<file path="config.mk">
export PLATFORM = sky130hd
export DESIGN_NAME = ps2_receiver
export DESIGN_NICKNAME = d
export VERILOG_FILES = /design/src/rtl/ps2_receiver.sv
export SDC_FILE = /design/constraint.sdc
export NUM_CORES = 1
export LEC_CHECK = 0
export ABC_CLOCK_PERIOD_IN_PS = 3000
export CAP_MARGIN = 20
export CORE_ASPECT_RATIO = 0.75
export CORE_MARGIN = 4
export CORE_UTILIZATION = 59
export DETAILED_ROUTE_END_ITERATION = 6
export GPL_ROUTABILITY_DRIVEN = 0
export PLACE_DENSITY_LB_ADDON = 0.08
export SLEW_MARGIN = 20
export SYNTH_ARGS = -nofsm -noshare
export SYNTH_HDL_FRONTEND = slang
export SYNTH_SLANG_ARGS = --single-unit
</file>
<file path="constraint.sdc">
create_clock -name clock -period 3 [get_ports clock]
set_input_delay 0.3 -clock clock [delete_from_list [all_inputs] [get_ports clock]]
set_output_delay 0.3 -clock clock [all_outputs]
set_load 0.02 [all_outputs]
</file>
<file path="src/rtl/ps2_receiver.sv">
// ---------------------------------------------------------------------------
// ps2_receiver
//
// Receives device-to-host PS/2 frames from the raw keyboard clock/data pins
// and turns them into scancode events for the ZX keyboard matrix.
// Handles E0 (extended) and F0 (break) prefixes. Checks parity and the stop
// bit. Filters glitches on the PS/2 clock. Drops partial frames after an
// idle timeout.
//
// Parameters
//   FILTER_LEN  consecutive disagreeing samples before filtered ps2Ck toggles (2..15)
//   TIMEOUT     idle cycles in a partial frame before it is dropped (<65536)
//
// Ports
//   clock     in   system clock, single domain
//   reset     in   asynchronous active-low reset
//   ps2Ck     in   raw PS/2 clock pin (asynchronous)
//   ps2D      in   raw PS/2 data pin (asynchronous)
//   strobe    out  one-cycle pulse, code/pressed/extended hold a new event
//   pressed   out  0 = make, 1 = break (active-low, as the matrix expects)
//   code      out  scancode byte without prefixes
//   extended  out  1 = event was preceded by E0
//   error     out  one-cycle pulse on parity or stop-bit failure
// ---------------------------------------------------------------------------
module ps2_receiver #(
   parameter int FILTER_LEN = 8,
   parameter int TIMEOUT    = 56000
) (
   input  logic       clock,
   input  logic       reset,
   input  logic       ps2Ck,
   input  logic       ps2D,
   output logic       strobe,
   output logic       pressed,
   output logic [7:0] code,
   output logic       extended,
   output logic       error
);

   typedef enum logic [1:0] {IDLE, RECV, STOP} state_t;

   localparam logic [3:0]  FLT_LAST = 4'(FILTER_LEN - 1);
   localparam logic [15:0] TO_LIMIT = 16'(TIMEOUT);

   // ------------------------------------------------------------------
   // Input conditioning
   // ------------------------------------------------------------------
   logic [1:0] ck_sync, d_sync;
   logic       ck_s, d_s;
   logic       ck_filt, ck_filt_q;
   logic [3:0] flt_cnt;
   logic       bit_event;

   // NOTE: every clocked process uses non-blocking assignments, so each
   // register samples the pre-edge value of the others (this is what makes
   // the synchronizer chain actually two stages deep).
   always_ff @(posedge clock or negedge reset) begin
      if (!reset) begin
         ck_sync <= 2'b11;
         d_sync  <= 2'b11;
      end else begin
         ck_sync <= {ck_sync[0], ps2Ck};
         d_sync  <= {d_sync[0], ps2D};
      end
   end

   assign ck_s = ck_sync[1];
   assign d_s  = d_sync[1];

   // The filtered level flips on the FILTER_LEN-th consecutive sample
   // that disagrees with it; any agreeing sample restarts the count.
   always_ff @(posedge clock or negedge reset) begin
      if (!reset) begin
         ck_filt   <= 1'b1;
         ck_filt_q <= 1'b1;
         flt_cnt   <= '0;
      end else begin
         ck_filt_q <= ck_filt;
         if (ck_s != ck_filt) begin
            if (flt_cnt == FLT_LAST) begin
               ck_filt <= ck_s;
               flt_cnt <= '0;
            end else begin
               flt_cnt <= flt_cnt + 4'd1;
            end
         end else begin
            flt_cnt <= '0;
         end
      end
   end

   // One-cycle pulse on the filtered falling edge; d_s is sampled in the same cycle.
   assign bit_event = ck_filt_q & ~ck_filt;

   // ------------------------------------------------------------------
   // Frame FSM
   // ------------------------------------------------------------------
   state_t      state, state_next;
   logic [3:0]  bit_cnt;
   logic [8:0]  shreg;      // [7:0] data, [8] parity after nine shifts
   logic [15:0] tcnt;
   logic        ext_flag, brk_flag;
   logic        timed_out, frame_done, frame_ok;
   logic [7:0]  rx_byte;

   assign rx_byte = shreg[7:0];

   function automatic logic is_status(input logic [7:0] b);
      case (b)
         8'h00, 8'hAA, 8'hEE, 8'hFA,
         8'hFC, 8'hFD, 8'hFE, 8'hFF: is_status = 1'b1;
         default:                    is_status = 1'b0;
      endcase
   endfunction

   always_ff @(posedge clock or negedge reset) begin
      if (!reset) state <= IDLE;
      else        state <= state_next;
   end

   // NOTE: every output of this block gets a default first, so no path
   // can leave one unassigned and infer a latch.
   always_comb begin
      state_next = state;
      timed_out  = 1'b0;
      frame_done = 1'b0;
      frame_ok   = 1'b0;
      case (state)
         IDLE: begin
            if (bit_event && !d_s) state_next = RECV;
         end
         RECV: begin
            if (bit_event) begin
               if (bit_cnt == 4'd8) state_next = STOP;
            end else if (tcnt == TO_LIMIT) begin
               timed_out  = 1'b1;
               state_next = IDLE;
            end
         end
         STOP: begin
            if (bit_event) begin
               frame_done = 1'b1;
               // Odd parity: data plus parity bit must hold an odd number of ones.
               frame_ok   = d_s && (^shreg);
               state_next = IDLE;
            end else if (tcnt == TO_LIMIT) begin
               timed_out  = 1'b1;
               state_next = IDLE;
            end
         end
         default: state_next = IDLE;
      endcase
   end

   // Datapath: shift register, timeout counter, prefix flags and outputs.
   always_ff @(posedge clock or negedge reset) begin
      if (!reset) begin
         bit_cnt  <= '0;
         shreg    <= '0;
         tcnt     <= '0;
         ext_flag <= 1'b0;
         brk_flag <= 1'b0;
         strobe   <= 1'b0;
         error    <= 1'b0;
         code     <= 8'h00;
         pressed  <= 1'b1;
         extended <= 1'b0;
      end else begin
         strobe <= 1'b0;
         error  <= 1'b0;

         // Held at zero in IDLE; restarts on every bit event while in a frame.
         if (state_next == IDLE || bit_event) tcnt <= '0;
         else                                 tcnt <= tcnt + 16'd1;

         if (state == IDLE && bit_event && !d_s) begin
            bit_cnt <= '0;
            shreg   <= '0;
         end else if (state == RECV && bit_event) begin
            shreg   <= {d_s, shreg[8:1]};
            bit_cnt <= bit_cnt + 4'd1;
         end

         if (timed_out) begin
            shreg    <= '0;
            ext_flag <= 1'b0;
            brk_flag <= 1'b0;
         end

         if (frame_done) begin
            if (!frame_ok) begin
               error    <= 1'b1;
               ext_flag <= 1'b0;
               brk_flag <= 1'b0;
            end else if (rx_byte == 8'hE0) begin
               ext_flag <= 1'b1;
            end else if (rx_byte == 8'hF0) begin
               brk_flag <= 1'b1;
            end else if (is_status(rx_byte)) begin
               ext_flag <= 1'b0;
               brk_flag <= 1'b0;
            end else begin
               strobe   <= 1'b1;
               code     <= rx_byte;
               pressed  <= brk_flag;
               extended <= ext_flag;
               ext_flag <= 1'b0;
               brk_flag <= 1'b0;
            end
         end
      end
   end

endmodule

</file>
# Yosys cells after proc, flatten, opt, wreduce, memory -nomap -nowiden
# Index checks and enable logic that the tools add are counted.
[classes] addsub=3 bitwise=5 n_reduce_logical=17 mux=43 n_eq_ne=15
[ops] operator="$eq A8 B8 Y1 const B" count=9
[ops] operator="$mux W1" count=29
[ops] operator="$mux W9" count=3
[ops] operator="$add A16 B1 Y16 const B" count=1
[ops] operator="$eq A16 B16 Y1 const B" count=1
[ops] operator="$mux W16" count=1
[ops] operator="$mux W4" count=4
[ops] operator="$mux W2" count=5
[ops] operator="$reduce_xor A9 Y1" count=1
[ops] operator="$add A4 B1 Y4 const B" count=2
[ops] operator="$logic_not A8 Y1" count=1
[ops] operator="$reduce_or A8 Y1" count=1
[ops] operator="$pmux W2 S3" count=1
[ops] operator="$logic_and A1 B1 Y1" count=5
[ops] operator="$reduce_and A5 Y1" count=1
[ops] operator="$eq A4 B3 Y1 const B" count=1
[ops] operator="$eq A4 B4 Y1 const B" count=1
[ops] operator="$logic_not A2 Y1" count=2
[ops] operator="$not A1 Y1" count=4
[ops] operator="$reduce_bool A3 Y1" count=1
[ops] operator="$eq A2 B1 Y1 const B" count=1
[ops] operator="$eq A2 B2 Y1 const B" count=1
[ops] operator="$reduce_and A2 Y1" count=1
[ops] operator="$reduce_bool A2 Y1" count=1
[ops] operator="5 further kinds" count=5
[word_totals] wordCells=99 reg_bits=55

# Logic depth before layout (Yosys ltp)
# Gate-level depths: netlist of the first run.
[depth] word_depth=12 mapped_depth=8

# Least setup slack after synthesis of the first run
# Ideal clock, no wire load.
[synth_timing] path_type="register to register" startpoint="reg shreg[2]" endpoint="reg code[0]" required_ns=2.875 synth_period_minus_slack_ns=2.514 slack_ns=0.486 stages_incl_launch_ff=9 arrival_ns=2.389 setup_ns=0.125 cell_sequence="dfrtp_1 > inv_1 > ha_1 > xnor2_1 > xnor3_1 > nand2b_4 > or4_4 > buf_6 > mux2_4"
[synth_between] elab_chain_len=9
[synth_lines] element="from (decl)" line_no="100" text="logic [8:0] shreg;"
[synth_lines] element="from (signal assigned)" line_no="180" text="shreg <= {d_s, shreg[8:1]};"
[synth_lines] element="$eq A8 B8 Y1 / $logic_not A8 Y1 (equally long branches)" line_no="109" text="case (b)"
[synth_lines] element="$reduce_or A8 Y1" line_no="109"
[synth_lines] element="$mux W1" line_no="109"
[synth_lines] element="$mux W1" line_no="197" text="end else if (rx_byte == 8'hF0) begin"
[synth_lines] element="$mux W1" line_no="195" text="end else if (rx_byte == 8'hE0) begin"
[synth_lines] element="$mux W1" line_no="191" text="if (!frame_ok) begin"
[synth_lines] element="$mux W1" line_no="190" text="if (frame_done) begin"
[synth_lines] element="$not A1 Y1 (no line)"
[synth_lines] element="$reduce_and A5 Y1 (no line) (*)"
[synth_lines] element="to (signal assigned)" line_no="204" text="code <= rx_byte;"
[synth_lines] element="to (decl)" line_no="35" text="output logic [7:0] code,"
# Every way passes the cells marked *; elsewhere a longest branch is shown, timed or not. The select of a mux whose other input is x is not followed.
# A chain may end at the register's enable or synchronous reset.

# Final worst setup path of the first run
[layout_timing] startpoint="reg shreg[2]" endpoint="reg code[7]"
# Same word-level chain as after synthesis.

==> results of run 1 <==
[power by group through the flow]
| stage | combinational [uW] | clock, uW | sequential [uW] |
|---|---|---|---|
| finish | 385 | 508 | 888 |
| global route | 443 | 544 | 900 |
| CTS | 387 | 519 | 886 |
| detailed placement | 386 | 0 | 900 |
| global placement | 373 | 0 | 896 |
| floorplan | 282 | 0 | 878 |
[logic make-up (layout without fill, tap and decap cells)]
| logic type | count (synthesis) | after routing | synth area share, % |
|---|---|---|---|
| compound gates | 32 | 32 | 7.06 |
| xor+xnor | 21 | 21 | 6.85 |
| fa+ha+maj | 22 | 22 | 9.53 |
| buf+inv | 24 | 43 | 3.38 |
| flops | 55 | 55 | 48.0 |
| mux | 11 | 11 | 5.46 |
| simple gates | 110 | 110 | 19.8 |
[through the flow]
step	power [uW]	std cells	worst slack [ps]	hold slack [ps]	area [sq um]
after CTS	1790	351	345	150	3210
final	1780	351	343	125	3210
after global routing	1890	351	211	193	3210
after detailed placement	1290	343	353	347	3090
after global placement	1270	343	409	346	3090
after floorplan	1160	275	486	4.41	2890
[cells in the mapped netlist (7+ instances only)]
cell,n,area (sq um)
dfrtp_1,48,1200
nand2_1,35,131
ha_1,22,275
nor3_1,22,110
inv_1,17,63.8
a21oi_1,13,65.1
nand3_1,11,55.1
nor2_1,10,37.5
xnor2_1,10,87.6
xor2_1,10,87.6
mux2_4,9,135
dfstp_2,7,184
nand4_1,7,43.8
[final cells by class]
class	count	area share, %
Multi-Input combinational cell	196	43.8
Sequential cell	55	43.1
Timing Repair Buffer	18	5.22
Inverter	17	1.99
Tap cell	57	2.22
Clock buffer	6	2.57
Clock inverter	2	1.09
[layer usage]
layer,vias to the layer above,GRT usage [%]
met2,34,32.4
met1,991,28.6
met4,0,7.92
met3,9,3.80
met5,-,0
li1,999,-
[sequential cells by signal (all words and copies together) (netlist names)]
register	count
tcnt	16
shreg	9
code	8
bit_cnt	4
flt_cnt	4
ck_sync	2
d_sync	2
state	2
brk_flag	1
ck_filt	1
ck_filt_q	1
error	1
ext_flag	1
extended	1
pressed	1
strobe	1
[final timing paths]
check / depth (start not counted) / slack [ps] / end
worst max-delay path: 7 / 340 / code[7]$_DFFE_PN0P_
worst min-delay path: 1 / 120 / tcnt[4]$_DFF_PN0_
min in group clock: 0 / 360 / d_sync[1]$_DFF_PN1_
worst min register to register: 0 / 360 / d_sync[1]$_DFF_PN1_
max in group asynchronous: 2 / 2120 / tcnt[13]$_DFF_PN0_
worst max register to register: 7 / 340 / code[7]$_DFFE_PN0P_
[worst max-delay path, stage by stage, from the launching register on]
cell and delay (ps):
dfrtp_1 410, inv_1 80, ha_1 320, xnor2_1 200, xnor3_1 380, nand2b_4 170
or4_4 650, mux2_4 340
[cell usage in the layout, fill, tap and decap left out, types with 4 or more instances in the layout]
| cell | netlist | layout |
|---|---|---|
| nand4_1 | 7 | 7 |
| nand2b_1 | 4 | 4 |
| dfrtp_1 | 48 | 48 |
| nor3_1 | 22 | 22 |
| ha_1 | 22 | 22 |
| inv_1 | 17 | 17 |
| xor2_1 | 10 | 10 |
| o21ai_0 | 5 | 5 |
| nand3_1 | 11 | 11 |
| dfstp_2 | 7 | 7 |
| nor2_1 | 10 | 10 |
| xnor2_1 | 10 | 10 |
| mux2_4 | 9 | 9 |
| nand2_1 | 35 | 35 |
| clkbuf_8 | 0 | 6 |
| clkdlybuf4s50_1 | 0 | 14 |
| a21oi_1 | 13 | 13 |
==> flow_summary_export.csv, run 1 <==
group,metric,value,unit
run_status,status,"completed",
detailed_routing,wl_met2,2.42,mm
power_and_ir_drop,switching_share,30.9,%
synth,synthesis.area,0.00289,sq mm
detailed_routing,ant_nets,0,
placed_design,io_buffers,15,
timing,finalSetupViolations,0,
detailed_routing,route.detailed.wl_per_inst,15.6,um
clock_network,cts_tree,"done",
grt,antenna_found_initial,0,
synth,yosysUniqueCellTypes,45,
floorplan,initial_core_util,62.8,%
critical_path,cp.required,3200,ps
critical_path,r2r-start,"shreg[2]$_DFFE_PN0P_",
timing,hold_violations,0,
clock_network,cts_buffer_depth,2,
grt,grt_max_degree,43,
synth,ys_warn_count,0,
detailed_routing,top_layer_used,"met4",
cells_and_area,multiInputGateArea,0.00141,sq mm
power_and_ir_drop,p_seq_share,49.9,%
synth,synth_fp_nets,301,
critical_path,crit_start,"shreg[2]$_DFFE_PN0P_",
timing,finalMaxSlewViolations,0,
synth,synth.avg_cell_area,10.5,sq um
cells_and_area,nFillCells,333,
cells_and_area,final-seq-area,0.00139,sq mm
grt,track_usage,20.7,%
cells_and_area,post-route-util,69.8,%
floorplan,die_area,0.00609,sq mm
timing,tns,0,ps
power_and_ir_drop,pwr-share-comb,21.6,%
power_and_ir_drop,switchingPower,550,uW
synth,yosysSeqAreaShare,48.0,%
critical_path,critPathMaxFanout,11,
clock_network,root_buffer,"clkbuf_8",
grt,grt_pass1_wl,9.70,mm
power_and_ir_drop,pwr-share-clk,28.5,%
synth,synth-main-ff-cell,"dfrtp_1",
worst_hold_path,min_path_type,"in -> async",
power_and_ir_drop,leakagePower,0.00142,uW
cells_and_area,area_delta_synth_final,11.2,%
grt,grt_pass1_vias,2068,
detailed_routing,drc,0,
timing,period_needed,2660,ps
critical_path,crit_type,"reg -> reg",
detailed_routing,routed_wl,5.48,mm
cells_and_area,num_antenna_cells,0,
detailed_routing,route.met3.wl,164,um
floorplan,boundaryPins,16,
floorplan,rows,21,
floorplan,core_area,0.00460,sq mm
clock_network,post_cts_buffers,0,
floorplan,die_w,88.8,um
clock_network,worstSkewPairLatency,310,ps
detailed_routing,m1WireLength,2.80,mm
detailed_routing,via_per_inst,5.79,
timing,fin_crit_sh,88.6,%
grt,grt.overflow.total,0,
power_and_ir_drop,ir_drop,0.000484,V
clock_network,hold_buffers,0,
cells_and_area,finalNetCount,319,
detailed_routing,drt_iter0_drc,165,
critical_path,cp.arrival,2850,ps
clock_network,clk_pin_slew_worst_paths,100,ps
clock_network,ctsResizeCount,0,
cells_and_area,drive_gt1_share,11.6,%
run,maxCapViolations,0,
timing,finClkSkew,15.0,ps
synth,synth_edf_count,0,
floorplan,die_h,68.6,um
synth,yosys_register_bits,55,
placed_design,dpl.hpwl,3.95,mm
critical_path,startpoint_type,"flop",
synth,async_flop_share,100,%
detailed_routing,route.vias.total,2033,
clock_network,htreeDepth,2,
clock_network,cts_buffers,5,
timing,rsz0062_at_grt,"no",
critical_path,cp-end-kind,"flop",
power_and_ir_drop,powerDensity,555,mW/mm^2
power_and_ir_drop,p_int,1230,uW
timing,maxSlewHeadroom,37.8,%
synth,syn_inst,275,
timing,clock.fmax,376,MHz
detailed_routing,first_pass_iters,4,
timing,worst_pin_slew,933,ps
clock_network,cts.sinks,55,
No activity file was read; power rests on OpenSTA's default activity.
==> inputs of run 2 (changes only) <==
- CORE_MARGIN: 4 -> unset
- CORE_UTILIZATION: 59 -> 40
==> flow_summary_export.csv, run 2 (synthesis results as in run 1) <==
group,metric,value,unit
placed_design,dp_cells,384,
cells_and_area,largest_reg_flops,16,
cells_and_area,final_cells,393,
detailed_routing,first_pass_iters,4,
power_and_ir_drop,powerDensity,517,mW/mm^2
clock_network,cts.sinks,55,
clock_network,worstSkewPairLatency,310,ps
critical_path,r2r-end,"code[2]$_DFFE_PN0P_",
grt,track_usage,16.2,%
run_status,status,"completed",
cells_and_area,reg_top3,"tcnt x16, shreg x9, code x8",
cells_and_area,finalNetCount,320,
worst_hold_path,min_from,"ck_sync[0]$_DFF_PN1_",
floorplan,die_area,0.00757,sq mm
power_and_ir_drop,leakagePower,0.00141,uW
critical_path,critPathMaxFanout,11,
floorplan,die_h,75.6,um
clock_network,cts_buffers,5,
floorplan,die_w,100,um
cells_and_area,drive_gt1_share,11.5,%
timing,fin_crit_sh,88.9,%
cells_and_area,largest-register,"tcnt",
detailed_routing,route.vias.total,1965,
run,maxCapViolations,0,
timing,finalMaxSlewViolations,0,
timing,maxSlewHeadroom,54.2,%
cells_and_area,num_antenna_cells,0,
cells_and_area,mostFrequentLayoutCells,"dfrtp_1, nand2_1, nor3_1, ha_1, inv_1",
placed_design,io_buffers,15,
timing,worst_pin_slew,681,ps
critical_path,r2r_slack,330,ps
worst_hold_path,min_path_type,"reg -> reg",
critical_path,crit_type,"reg -> reg",
critical_path,cp.arrival,2870,ps
critical_path,r2r_cells,7,
clock_network,cts_buffer_depth,2,
grt,grt_pass1_wl,9.40,mm
placed_design,dpl.hpwl,3.85,mm
floorplan,initial_core_util,41.9,%
timing,tns,0,ps
clock_network,cts_tree,"done",
worst_hold_path,whs_path_depth,0,
timing,finClkSkew,8.36,ps
clock_network,htreeDepth,2,
floorplan,boundaryPins,16,
clock_network,clk_pin_slew_worst_paths,90,ps
timing,rsz0062_at_grt,"no",
timing,hold_violations,0,
grt,grt.overflow.total,0,
detailed_routing,routed_wl,5.45,mm
detailed_routing,drc,0,
floorplan,rows,26,
detailed_routing,via_per_inst,5.00,
timing,finalSetupViolations,0,
clock_network,root_buffer,"clkbuf_8",
critical_path,cp.required,3200,ps
timing,period_needed,2670,ps
grt,grt_max_degree,31,
detailed_routing,drt_iter0_drc,76,
critical_path,startpoint_type,"flop",
grt,grt_pass1_vias,1895,
worst_hold_path,hold_end,"ck_sync[1]$_DFF_PN1_",
power_and_ir_drop,ir_drop,0.000287,V
cells_and_area,area_delta_synth_final,12.1,%
grt,antenna_found_initial,0,
clock_network,post_cts_buffers,0,
detailed_routing,route.detailed.wl_per_inst,13.9,um
floorplan,core_area,0.00690,sq mm
detailed_routing,ant_nets,0,
critical_path,cp-end-kind,"flop",
timing,clock.fmax,375,MHz
cells_and_area,final_common_cell,"dfrtp_1",
critical_path,r2r-start,"shreg[2]$_DFFE_PN0P_",
[run 2: metal layers]
metal / global-route usage, % / vias up / wire (um)
met3: 3.58 / 5 / 160
met1: 24.1 / 948 / 2950
li1: - / 989 / -
met4: 6.28 / 0 / 61
met5: 0 / - / 0
met2: 23.2 / 23 / 2270
[run 2: stage by stage]
stage               instance area (sq um)  hold slack [ps]  setup WS, ps  util (%)  power [uW]
detailed placement                   3140              340           346      45.6        1280
finish                               3240              360           334      47.0        1670
global route                         3240              366           227      47.0        1790
global placement                     3140              337           393      45.6        1280
floorplan                            2890             4.41           486         -        1160
CTS                                  3240              362           333      47.0        1700
[run 2: worst max path at each step]
stage                              start             endpoint  slack (ps)  depth (start not counted)
floorplan           shreg[2]$_DFFE_PN0P_  code[0]$_DFFE_PN0P_         490                          8
global placement    shreg[2]$_DFFE_PN0P_  code[2]$_DFFE_PN0P_         390                          7
detailed placement  shreg[2]$_DFFE_PN0P_  code[6]$_DFFE_PN0P_         350                          7
CTS                 shreg[2]$_DFFE_PN0P_  code[2]$_DFFE_PN0P_         330                          7
global route        shreg[2]$_DFFE_PN0P_  code[1]$_DFFE_PN0P_         230                          7
finish              shreg[2]$_DFFE_PN0P_  code[2]$_DFFE_PN0P_         330                          7
[run 2: cell type report]
cell class / count / area, sq um
fill: 646 / 3660
multi-input combinational: 196 / 1410
timing repair buffer: 19 / 178
inverter: 17 / 63.8
tap: 98 / 123
clock inverter: 3 / 15.0
sequential: 55 / 1390
clock buffer: 5 / 68.8
[run 2: worst max-delay path: stages, from the launching register on]
cell and delay (ps):
dfrtp_1 430, inv_1 80, ha_1 320, xnor2_1 190, xnor3_1 380, nand2b_4 170, or4_4 650, mux2_4 340
[run 2: repair_timing]
| action | 4_1_cts | 5_1_grt |
|---|---|---|
| hold endpoints to repair | 7 | 0 |
| resized for setup | 0 | 0 |
| hold buffers | 1 | 0 |
[run 2: power by group]
part	leakage [uW]	switching, uW	internal (uW)
logic	0.000629	233	149
registers	0.000738	73.1	811
clock network	0.0000477	247	161
==> inputs of run 3 (changes only) <==
- PLACE_DENSITY: unset -> 0.65
- PLACE_DENSITY_LB_ADDON: 0.08 -> unset
- SLEW_MARGIN: 20 -> unset
==> flow_summary_export.csv, run 3 (synthesis results as in run 1) <==
group,metric,value,unit
power_and_ir_drop,ir_drop,0.000398,V
power_and_ir_drop,p_int,1110,uW
cells_and_area,num_antenna_cells,0,
timing,fin_crit_sh,88.5,%
power_and_ir_drop,p_seq_share,53.7,%
placed_design,dpl.hpwl,3.57,mm
detailed_routing,via_per_inst,5.09,
clock_network,cts.sinks,55,
grt,grt.overflow.total,0,
placed_design,io_buffers,15,
timing,finClkSkew,9.85,ps
power_and_ir_drop,power,1640,uW
timing,finalMaxSlewViolations,0,
worst_hold_path,whs_path_depth,0,
grt,grt_max_degree,40,
clock_network,htreeDepth,2,
cells_and_area,largest_reg_flops,16,
run_status,status,"completed",
critical_path,r2r-start,"shreg[2]$_DFFE_PN0P_",
timing,maxSlewHeadroom,58.2,%
critical_path,cp-end-kind,"flop",
critical_path,r2r_cells,7,
floorplan,core_area,0.00690,sq mm
run,maxCapViolations,0,
clock_network,cts_tree,"done",
clock_network,cts_buffers,5,
detailed_routing,first_pass_iters,4,
cells_and_area,reg_top3,"tcnt x16, shreg x9, code x8",
power_and_ir_drop,pwr-share-clk,24.3,%
clock_network,worstSkewPairLatency,310,ps
floorplan,rows,26,
grt,grt_pass1_wl,8.91,mm
cells_and_area,drive_gt1_share,11.2,%
power_and_ir_drop,pwr-share-comb,22.0,%
timing,hold_violations,0,
timing,clock.fmax,376,MHz
timing,period_needed,2660,ps
timing,rsz0062_at_grt,"no",
power_and_ir_drop,switching_share,32.4,%
grt,track_usage,15.3,%
critical_path,startpoint_type,"flop",
detailed_routing,route.vias.total,1997,
detailed_routing,drc,0,
detailed_routing,routed_wl,5.12,mm
cells_and_area,finalNetCount,319,
placed_design,place_area,0.00314,sq mm
cells_and_area,area_delta_synth_final,11.9,%
power_and_ir_drop,leakagePower,0.00141,uW
clock_network,root_buffer,"clkbuf_8",
timing,tns,0,ps
cells_and_area,largest-register,"tcnt",
grt,antenna_found_initial,0,
clock_network,cts_buffer_depth,2,
floorplan,die_w,100,um
detailed_routing,ant_nets,0,
floorplan,initial_core_util,41.9,%
cells_and_area,finalInstanceArea,0.00323,sq mm
floorplan,die_area,0.00757,sq mm
critical_path,crit_start,"shreg[2]$_DFFE_PN0P_",
floorplan,boundaryPins,16,
floorplan,die_h,75.6,um
timing,finalSetupViolations,0,
power_and_ir_drop,powerDensity,508,mW/mm^2
cells_and_area,nFillCells,660,
cells_and_area,final_common_cell,"dfrtp_1",
timing,worst_pin_slew,627,ps
power_and_ir_drop,switchingPower,531,uW
critical_path,critPathMaxFanout,11,
critical_path,crit_type,"reg -> reg",
worst_hold_path,min_path_type,"reg -> reg",
detailed_routing,drt_iter0_drc,64,
detailed_routing,route.detailed.wl_per_inst,13.1,um
cells_and_area,mostFrequentLayoutCells,"dfrtp_1, nand2_1, nor3_1, ha_1, inv_1",
critical_path,cp.arrival,2860,ps
critical_path,cp.required,3200,ps
worst_hold_path,min_from,"ck_sync[0]$_DFF_PN1_",
clock_network,clk_pin_slew_worst_paths,100,ps
grt,grt_pass1_vias,1869,
run 3: changes by cell type in the layout (fill, tap and decap cells not counted):
cell   change
buf_4      -1
run 3: power by group through the flow:
stage | Sequential (uW) | Combinational [uW] | Clock, uW
floorplan | 878 | 282 | 0
global placement | 897 | 361 | 0
detailed placement | 897 | 363 | 0
CTS | 882 | 365 | 423
global route | 897 | 416 | 450
finish | 882 | 361 | 398
run 3: critical path, cell delays in order, from the launching register on:
cell      delay (ps)
dfrtp_1          420
inv_1             80
ha_1             300
xnor2_1          190
xnor3_1          400
nand2b_4         170
or4_4            640
mux2_4           330
run 3: cell type report:
class / instances / area, sq um / area share [%]
Tap cell: 98 / 123 / 3.80
Timing Repair Buffer: 18 / 170 / 5.27
Clock buffer: 5 / 68.8 / 2.13
Multi-Input combinational cell: 196 / 1410 / 43.5
Inverter: 17 / 63.8 / 1.98
Clock inverter: 3 / 15.0 / 0.465
Sequential cell: 55 / 1390 / 42.9
run 3: final timing paths:
| kind | end | slack (ps) |
|---|---|---|
| max | code[1]$_DFFE_PN0P_ | 340 |
| min | ck_sync[1]$_DFF_PN1_ | 360 |
| max reg2reg | code[1]$_DFFE_PN0P_ | 340 |
| min reg2reg | ck_sync[1]$_DFF_PN1_ | 360 |
| max in group asynchronous | ck_sync[0]$_DFF_PN1_ | 1720 |
| min in group asynchronous | code[2]$_DFFE_PN0P_ | 440 |
run 3: repair_timing:
item | in CTS | in global routing
hold buffers | 1 | 0
resized for setup | 0 | 0
hold endpoints to repair | 15 | 0
buffers inserted | 0 | 0
run 3: per-layer routing:
| metal | global-route usage [%] | wire length (um) | up-vias |
|---|---|---|---|
| met5 | 0 | 0 | - |
| met1 | 21.9 | 2720 | 967 |
| li1 | - | - | 990 |
| met4 | 6.92 | 92 | 0 |
| met2 | 22.5 | 2140 | 31 |
| met3 | 3.39 | 168 | 9 |
run 3: through the flow:
step                      hold slack, ps  util (%)  cells  worst slack [ps]
final                                360      46.8    392               344
after global routing                 364      46.8    392               235
after CTS                            362      46.8    392               347
after detailed placement             244      45.5    383               352
after global placement               245      45.5    383               421
after floorplan                     4.41         -    275               486
